`src/rtl/axi_rd_pkg.sv`:
```
// ---------------------------------------------------------------------------
// axi_rd_pkg
// Shared definitions for the AXI read-data (R) channel router.
//   - AXI width constants (master-side ID, extended slave-side ID, data)
//   - rdr_state_e   : router FSM states
//   - S*_IDX/M*_IDX : slave and master port indices
//   - MIDX_MSB/LSB  : master-index field inside the extended slave-side ID
//   - TIMEOUT_DEFAULT : default idle-beat limit for the optional watchdog
// ---------------------------------------------------------------------------
package axi_rd_pkg;

    localparam int unsigned AXI_ID_BITS   = 4;
    localparam int unsigned AXI_IDS_BITS  = 8;
    localparam int unsigned AXI_DATA_BITS = 32;

    typedef enum logic {
        IDLE   = 1'b0,
        LOCKED = 1'b1
    } rdr_state_e;

    localparam logic [2:0] S0_IDX = 3'd0;
    localparam logic [2:0] S1_IDX = 3'd1;
    localparam logic [2:0] S2_IDX = 3'd2;
    localparam logic [2:0] S3_IDX = 3'd3;
    localparam logic [2:0] S4_IDX = 3'd4;
    localparam logic [2:0] S5_IDX = 3'd5;

    localparam logic [1:0] M0_IDX = 2'd0;
    localparam logic [1:0] M1_IDX = 2'd1;
    localparam logic [1:0] M2_IDX = 2'd2;

    localparam int unsigned MIDX_MSB = 7;
    localparam int unsigned MIDX_LSB = 4;

    localparam int unsigned TIMEOUT_DEFAULT = 255;

endpackage

```
`src/rtl/rr_arbiter6.sv`:
```
// ---------------------------------------------------------------------------
// rr_arbiter6
// Combinational 6-request round-robin arbiter. The search starts at the
// slave after last_grant_i and wraps 5 -> 0, so the previous winner has the
// lowest priority.
// Ports:
//   req_i        [5:0] request vector (one bit per slave)
//   last_grant_i [2:0] index of the previously granted slave (0..5)
//   gnt_idx_o    [2:0] encoded index of the winning request
//   gnt_valid_o        at least one request is present
// ---------------------------------------------------------------------------
module rr_arbiter6 (
    input  logic [5:0] req_i,
    input  logic [2:0] last_grant_i,
    output logic [2:0] gnt_idx_o,
    output logic       gnt_valid_o
);

    always_comb begin
        logic [2:0] idx;
        gnt_idx_o   = '0;
        gnt_valid_o = 1'b0;
        idx         = '0;
        for (int unsigned k = 1; k <= 6; k++) begin
            idx = 3'((32'(last_grant_i) + k) % 6);
            if (!gnt_valid_o && req_i[idx]) begin
                gnt_idx_o   = idx;
                gnt_valid_o = 1'b1;
            end
        end
    end

endmodule

```
`src/rtl/read_data_router.sv`:
```
// ---------------------------------------------------------------------------
// read_data_router
// AXI R-channel router: collects read-data beats from six slaves
// (S0 ROM, S1 IM, S2 DM, S3 DMA, S4 WDT, S5 DRAM) and forwards each burst to
// master M0..M2 selected by RID_Sx[7:4]. A slave keeps the grant for a whole
// burst; bursts are arbitrated round-robin. Beats whose master index is not
// 0..2 are sunk and dec_err pulses on the completing beat.
// Ports:
//   clk, rst                 clock, asynchronous active-low reset
//   R*_S0..R*_S5             slave-side R channel (RREADY_Sx is an output)
//   R*_M0..R*_M2             master-side R channel (RREADY_Mx is an input)
//   dec_err                  one-cycle pulse on a sunk/aborted burst end
// Build option:
//   RDR_TIMEOUT_EN  when defined, a stalled locked burst is abandoned after
//                   TIMEOUT cycles without a handshake (dec_err pulses).
// ---------------------------------------------------------------------------
module read_data_router
    import axi_rd_pkg::*;
#(
    parameter int unsigned NUM_S   = 6,
    parameter int unsigned TIMEOUT = TIMEOUT_DEFAULT
) (
    input  logic                     clk,
    input  logic                     rst,

    input  logic [AXI_IDS_BITS-1:0]  RID_S0,
    input  logic [AXI_DATA_BITS-1:0] RDATA_S0,
    input  logic [1:0]               RRESP_S0,
    input  logic                     RLAST_S0,
    input  logic                     RVALID_S0,
    output logic                     RREADY_S0,

    input  logic [AXI_IDS_BITS-1:0]  RID_S1,
    input  logic [AXI_DATA_BITS-1:0] RDATA_S1,
    input  logic [1:0]               RRESP_S1,
    input  logic                     RLAST_S1,
    input  logic                     RVALID_S1,
    output logic                     RREADY_S1,

    input  logic [AXI_IDS_BITS-1:0]  RID_S2,
    input  logic [AXI_DATA_BITS-1:0] RDATA_S2,
    input  logic [1:0]               RRESP_S2,
    input  logic                     RLAST_S2,
    input  logic                     RVALID_S2,
    output logic                     RREADY_S2,

    input  logic [AXI_IDS_BITS-1:0]  RID_S3,
    input  logic [AXI_DATA_BITS-1:0] RDATA_S3,
    input  logic [1:0]               RRESP_S3,
    input  logic                     RLAST_S3,
    input  logic                     RVALID_S3,
    output logic                     RREADY_S3,

    input  logic [AXI_IDS_BITS-1:0]  RID_S4,
    input  logic [AXI_DATA_BITS-1:0] RDATA_S4,
    input  logic [1:0]               RRESP_S4,
    input  logic                     RLAST_S4,
    input  logic                     RVALID_S4,
    output logic                     RREADY_S4,

    input  logic [AXI_IDS_BITS-1:0]  RID_S5,
    input  logic [AXI_DATA_BITS-1:0] RDATA_S5,
    input  logic [1:0]               RRESP_S5,
    input  logic                     RLAST_S5,
    input  logic                     RVALID_S5,
    output logic                     RREADY_S5,

    output logic [AXI_ID_BITS-1:0]   RID_M0,
    output logic [AXI_DATA_BITS-1:0] RDATA_M0,
    output logic [1:0]               RRESP_M0,
    output logic                     RLAST_M0,
    output logic                     RVALID_M0,
    input  logic                     RREADY_M0,

    output logic [AXI_ID_BITS-1:0]   RID_M1,
    output logic [AXI_DATA_BITS-1:0] RDATA_M1,
    output logic [1:0]               RRESP_M1,
    output logic                     RLAST_M1,
    output logic                     RVALID_M1,
    input  logic                     RREADY_M1,

    output logic [AXI_ID_BITS-1:0]   RID_M2,
    output logic [AXI_DATA_BITS-1:0] RDATA_M2,
    output logic [1:0]               RRESP_M2,
    output logic                     RLAST_M2,
    output logic                     RVALID_M2,
    input  logic                     RREADY_M2,

    output logic                     dec_err
);

    if (TIMEOUT == 0 || TIMEOUT > 255) begin : g_timeout_range
        $error("read_data_router: TIMEOUT must be in 1..255");
    end

    // ---------------- slave / master port bundling ----------------
    logic [NUM_S-1:0]         s_valid, s_last, s_ready;
    logic [AXI_IDS_BITS-1:0]  s_id   [6];
    logic [AXI_DATA_BITS-1:0] s_data [6];
    logic [1:0]               s_resp [6];

    logic [2:0]               m_valid, m_last, m_ready;
    logic [AXI_ID_BITS-1:0]   m_id   [3];
    logic [AXI_DATA_BITS-1:0] m_data [3];
    logic [1:0]               m_resp [3];

    assign s_valid = {RVALID_S5, RVALID_S4, RVALID_S3, RVALID_S2, RVALID_S1, RVALID_S0};
    assign s_last  = {RLAST_S5,  RLAST_S4,  RLAST_S3,  RLAST_S2,  RLAST_S1,  RLAST_S0};
    assign m_ready = {RREADY_M2, RREADY_M1, RREADY_M0};

    assign s_id[S0_IDX] = RID_S0;   assign s_data[S0_IDX] = RDATA_S0;   assign s_resp[S0_IDX] = RRESP_S0;
    assign s_id[S1_IDX] = RID_S1;   assign s_data[S1_IDX] = RDATA_S1;   assign s_resp[S1_IDX] = RRESP_S1;
    assign s_id[S2_IDX] = RID_S2;   assign s_data[S2_IDX] = RDATA_S2;   assign s_resp[S2_IDX] = RRESP_S2;
    assign s_id[S3_IDX] = RID_S3;   assign s_data[S3_IDX] = RDATA_S3;   assign s_resp[S3_IDX] = RRESP_S3;
    assign s_id[S4_IDX] = RID_S4;   assign s_data[S4_IDX] = RDATA_S4;   assign s_resp[S4_IDX] = RRESP_S4;
    assign s_id[S5_IDX] = RID_S5;   assign s_data[S5_IDX] = RDATA_S5;   assign s_resp[S5_IDX] = RRESP_S5;

    assign {RREADY_S5, RREADY_S4, RREADY_S3, RREADY_S2, RREADY_S1, RREADY_S0} = s_ready;

    assign RVALID_M0 = m_valid[M0_IDX];  assign RLAST_M0 = m_last[M0_IDX];
    assign RID_M0    = m_id[M0_IDX];     assign RDATA_M0 = m_data[M0_IDX];  assign RRESP_M0 = m_resp[M0_IDX];
    assign RVALID_M1 = m_valid[M1_IDX];  assign RLAST_M1 = m_last[M1_IDX];
    assign RID_M1    = m_id[M1_IDX];     assign RDATA_M1 = m_data[M1_IDX];  assign RRESP_M1 = m_resp[M1_IDX];
    assign RVALID_M2 = m_valid[M2_IDX];  assign RLAST_M2 = m_last[M2_IDX];
    assign RID_M2    = m_id[M2_IDX];     assign RDATA_M2 = m_data[M2_IDX];  assign RRESP_M2 = m_resp[M2_IDX];

    // ---------------- state ----------------
    rdr_state_e state_q, state_d;
    logic [2:0] sel_q, sel_d;
    logic [2:0] last_grant_q, last_grant_d;
    logic [2:0] gnt_idx;
    logic       gnt_valid;
    logic [3:0] dest;
    logic       dest_ok;
    logic       hs;
    logic       done;

`ifdef RDR_TIMEOUT_EN
    logic [7:0] cnt_q, cnt_d;
    logic       expire;
`endif

    rr_arbiter6 u_arb (
        .req_i        (s_valid),
        .last_grant_i (last_grant_q),
        .gnt_idx_o    (gnt_idx),
        .gnt_valid_o  (gnt_valid)
    );

    // Locked pass-through: only the destination master sees the burst,
    // only the selected slave sees a ready.
    always_comb begin
        m_valid = '0;
        m_last  = '0;
        s_ready = '0;
        for (int unsigned i = 0; i < 3; i++) begin
            m_id[i]   = '0;
            m_data[i] = '0;
            m_resp[i] = '0;
        end

        dest    = s_id[sel_q][MIDX_MSB:MIDX_LSB];
        dest_ok = (dest <= 4'(M2_IDX));

        if (state_q == LOCKED) begin
            if (dest_ok) begin
                m_valid[dest[1:0]] = s_valid[sel_q];
                m_last[dest[1:0]]  = s_last[sel_q];
                m_id[dest[1:0]]    = s_id[sel_q][AXI_ID_BITS-1:0];
                m_data[dest[1:0]]  = s_data[sel_q];
                m_resp[dest[1:0]]  = s_resp[sel_q];
                s_ready[sel_q]     = m_ready[dest[1:0]];
            end else begin
                s_ready[sel_q] = 1'b1;
            end
        end

        hs      = (state_q == LOCKED) && s_valid[sel_q] && s_ready[sel_q];
        done    = hs && s_last[sel_q];
        dec_err = done && !dest_ok;

        state_d      = state_q;
        sel_d        = sel_q;
        last_grant_d = last_grant_q;
`ifdef RDR_TIMEOUT_EN
        cnt_d  = cnt_q;
        expire = (state_q == LOCKED) && !hs && (cnt_q == 8'(TIMEOUT - 1));
        if (expire) dec_err = 1'b1;
`endif

        unique case (state_q)
            IDLE: begin
                if (gnt_valid) begin
                    sel_d   = gnt_idx;
                    state_d = LOCKED;
`ifdef RDR_TIMEOUT_EN
                    cnt_d   = '0;
`endif
                end
            end
            LOCKED: begin
                if (done) begin
                    state_d      = IDLE;
                    last_grant_d = sel_q;
                end
`ifdef RDR_TIMEOUT_EN
                else if (hs) begin
                    cnt_d = '0;
                end else if (expire) begin
                    state_d      = IDLE;
                    last_grant_d = sel_q;
                end else begin
                    cnt_d = cnt_q + 8'd1;
                end
`endif
            end
            default: state_d = IDLE;
        endcase
    end

    always_ff @(posedge clk or negedge rst) begin
        if (!rst) begin
            state_q      <= IDLE;
            sel_q        <= S0_IDX;
            last_grant_q <= S5_IDX;
`ifdef RDR_TIMEOUT_EN
            cnt_q        <= '0;
`endif
        end else begin
            state_q      <= state_d;
            sel_q        <= sel_d;
            last_grant_q <= last_grant_d;
`ifdef RDR_TIMEOUT_EN
            cnt_q        <= cnt_d;
`endif
        end
    end

endmodule

```
`config.mk`:
```
export PLATFORM = sky130hd
export DESIGN_NAME = read_data_router
export DESIGN_NICKNAME = d
export VERILOG_FILES = /design/src/rtl/axi_rd_pkg.sv /design/src/rtl/rr_arbiter6.sv /design/src/rtl/read_data_router.sv
export SDC_FILE = /design/constraint.sdc
export NUM_CORES = 1
export LEC_CHECK = 0
export BUFFER_PORTS_ARGS = -buffer_cell sky130_fd_sc_hd__buf_2
export CELL_PAD_IN_SITES_DETAIL_PLACEMENT = 1
export CELL_PAD_IN_SITES_GLOBAL_PLACEMENT = 1
export CORE_AREA = 2 2 154 156
export DETAILED_ROUTE_END_ITERATION = 6
export DIE_AREA = 0 0 156 158
export HOLD_SLACK_MARGIN = 0.02
export PLACE_DENSITY = 0.76
export SYNTH_ARGS = -nofsm -noshare
export SYNTH_HDL_FRONTEND = slang
export SYNTH_SLANG_ARGS = --single-unit
```
`constraint.sdc`:
```
create_clock -name clk -period 3.4 [get_ports clk]
set_input_delay 0.34 -clock clk [delete_from_list [all_inputs] [get_ports clk]]
set_output_delay 0.34 -clock clk [all_outputs]
set_load 0.02 [all_outputs]
```
==> metrics.md <==
| Metric | Value |
|---|---|
| CP Cell Sequence | `mux2_2 > a221oi_2 > a21oi_2 > mux2i_1 > mux2i_2 > o21ai_0 > or2_2 > nor3b_1 > buf_2` |
| Initial Utilization | `18.4%` |
| Power Density | `1100 nW/um^2` |
| Initial DRT Pass Iterations | `5` |
| Critical Path AT | `2.95 ns` |
| Comb pwr share | `93.6%` |
| Sequential-to-total area share from yosys stat | `4.20%` |
| Synth Cell Area | `4230 um^2` |
| Total vias in the final route | `6389` |
| Max-cap check violation count | `0` |
| Clk sinks | `7` |
| P&R area growth vs syn | `57.8%` |
| Drt total wl | `25.2 mm` |
| Dpl ws | `0.0827 ns` |
| Drt wl/cell | `19.1 um` |
| Seq pwr share | `3.6%` |
| DRC viols | `0` |
| Crit path from | `sel_q[2]` |
| Total GRT Usage | `18.2%` |
| Crit path launch type | `flop` |
| Die area | `24600 um^2` |
| Fin. Hold Viols | `0` |
| 1st-iter DRT viols | `428` |
| Clk_skew | `0.00226 ns` |
| Clock-pin slew on the worst setup and hold paths | `0.04 ns` |
| Async SR Flop Fraction | `100%` |
| Nets | `1304` |
| Fin crit share | `96.9%` |
| Total power | `7.32 mW` |
| Status | `complete, no violations` |
| Crit end category | `output pin` |
| Global placer's final weighted congestion | `0.871` |
| Achievable frequency | `304 MHz` |
| Num CTS Buffers | `3` |
| Vias/cell | `4.86` |
| First-pass GRT wire length | `35.4 mm` |
| Post-layout util | `29.0%` |
| RR Startpoint | `last_grant_q[2]` |
| Clk pwr share | `2.8%` |
| Syn Inst Count | `664` |
| Worst Max-Slew Pin Slew | `0.683 ns` |
| Mapped Nets | `943` |
| HPWL Detailed | `20.1 mm` |
| Final ANT Viol Nets | `0` |
| Die Span Y | `158 um` |
| Worst VDD drop | `0.515 mV` |
| Number of global-route vias before repair | `6325` |
| Die W | `156 um` |
| Tmin final | `3.29 ns` |
| Pins Over Slew Limit | `0` |
| Final setup viols | `0` |
| Stages on the worst setup path | `9` |
| Lkg Pwr | `3.44 nW` |
| Hold slack | `0.492 ns` |
| Worst Hold Class | `in2async` |
| Root Buffer | `clkbuf_16` |
| Share of cells above drive strength 1 | `50.4%` |
| Max Root-Sink Buffers | `2` |
| Core Footprint | `23100 um^2` |
| Prevailing post-synth register cell | `dfrtp_1` |
| Syn_area_per_cell | `6.38 um^2` |
| Reg2reg end | `sel_q[0]` |
| CP Capture Point | `RREADY_S4` |
| Crit-path max FO | `16` |
| P_int | `2.80 mW` |
| Final WS setup | `0.106 ns` |
| Yosys warns | `0` |
| Reg2reg setup slack | `0.19 ns` |
| Sw Ratio | `61.7%` |
| Bufs and invs on worst path | `1` |
| R2R depth | `12` |
| Largest net degree at the start of global routing | `48` |
| I/O pin count | `396` |
| Critical path type | `reg2out` |
| CP delay by family, top | `multiplexers` |
| Required time worst endpoint | `3.06 ns` |
| Slowest-stage cell, CP | `dfrtp_4` |
| Antenna violations before repair | `0` |
| Rel. slew slack | `54.5%` |
| Remaining global-route overflow | `0` |
| Max H-tree Level | `1` |
| CTS tree | `built` |
| Sw Pwr | `4.52 mW` |
| Synthesized flop and latch total | `7` |
| IO Port Bufs | `395` |
| Number of synthesized flops with an enable pin | `0` |
| Worst path max stage delay | `0.55 ns` |
| Clk_lat worst skew | `0.23 ns` |
| Number of distinct library cells after synthesis | `67` |
| Row cnt | `56` |
-- sequential cells by signal, summed over array words and instances (netlist names) --
signal / count
last_grant_q: 3
sel_q: 3
state_q: 1
-- layout by cell type (no fill, tap or decap), types with 3 or more instances in the layout --
master and n:
o211ai_1 40, nand2_1 51, o22ai_1 39, o21ai_0 48, dfrtp_4 3, mux2i_1 47
nor2b_1 4, ha_1 9, a211o_1 3, nor3_1 9, mux2_2 51, inv_1 9
inv_2 3, a21oi_1 11, buf_4 24, nor2_1 179, a31oi_1 3, nand2b_1 3
clkbuf_16 3, or2_2 3, nand3b_1 3, nand3_1 7, buf_2 395, a211oi_1 5
-- timing repair --
action	CTS	global route
hold endpoints to repair	5	0
hold buffers	1	0
buffers inserted	0	2
endpoints found under the setup margin	0	7
resized for setup	0	11
-- cells in the mapped netlist (all sizes together) (4+ instances only) --
master | number | area [um^2]
nor2 | 180 | 678
mux2 | 54 | 616
nand2 | 53 | 199
o21ai | 49 | 245
mux2i | 48 | 480
o211ai | 41 | 322
o22ai | 39 | 244
clkbuf | 36 | 135
buf | 30 | 141
a21oi | 14 | 81.3
inv | 12 | 45.0
ha | 10 | 125
nor3 | 9 | 45.0
a211oi | 7 | 65.1
nand3 | 7 | 35.0
dfrtp | 5 | 125
nor2b | 5 | 31.3
or2 | 4 | 25.0
-- power by group through the flow --
stage | registers, mW | logic (mW) | clock network [mW]
floorplan | 0.175 | 4.72 | 0
global placement | 0.264 | 6.59 | 0
detailed placement | 0.274 | 6.72 | 0
CTS | 0.273 | 6.75 | 0.208
global route | 0.280 | 7.45 | 0.215
finish | 0.266 | 6.85 | 0.203
-- kinds of logic (layout without fill, tap and decap cells) --
family          count (synthesis)  count (layout)  share of synthesized area (%)
simple gates                  281             281                           28.4
compound gates                179             179                           28.4
mux                           104             104                           27.0
buf+inv                        79             439                           7.68
fa+ha+maj                      10              10                           2.96
flops                           7               7                           4.20
xor+xnor                        4               4                           1.45
other cells                     0               1                              0
-- layout make-up --
class | instances | area, um^2
antenna | 1 | 2.50
fill | 3055 | 16400
timing repair buffer | 422 | 2210
inverter | 13 | 52.6
multi-input combinational | 578 | 3790
sequential | 7 | 191
clock buffer | 4 | 78.8
tap | 290 | 363
-- how the worst min path moves through the flow --
| stage | startpoint | cells past startpoint | endpoint |
|---|---|---|---|
| floorplan | rst | 0 | last_grant_q[1] |
| global placement | rst | 1 | last_grant_q[1] |
| detailed placement | rst | 1 | last_grant_q[1] |
| CTS | rst | 2 | last_grant_q[1] |
| global route | rst | 2 | last_grant_q[1] |
| finish | rst | 2 | last_grant_q[1] |
-- worst reg2reg max path, cell delays in order (launching register included) --
cell and delay [ns]:
dfstp_2 0.57, inv_1 0.05, ha_1 0.19, a21o_1 0.23, ha_1 0.35, nand2b_1 0.20
a21oi_1 0.18, mux2_2 0.20, a2bb2oi_1 0.25, nor2_1 0.11, nor4b_4 0.37, nor2_2 0.08
mux2_4 0.30
-- metrics by stage --
stage	setup TNS, ns	cells	cell area (um^2)
after floorplan	0	664	4240
after global placement	0	1307	6530
after detailed placement	0	1307	6530
after CTS	0	1312	6620
after global routing	-0.0371	1314	6680
final	0	1315	6680
-- routing by layer --
layer / global-route usage, % / wire length [um]
met1: 22.4 / 10100
met2: 34.5 / 13200
met3: 2.16 / 1580
met4: 3.10 / 281
met5: 0 / 0
No activity file was read; power rests on OpenSTA's default activity.
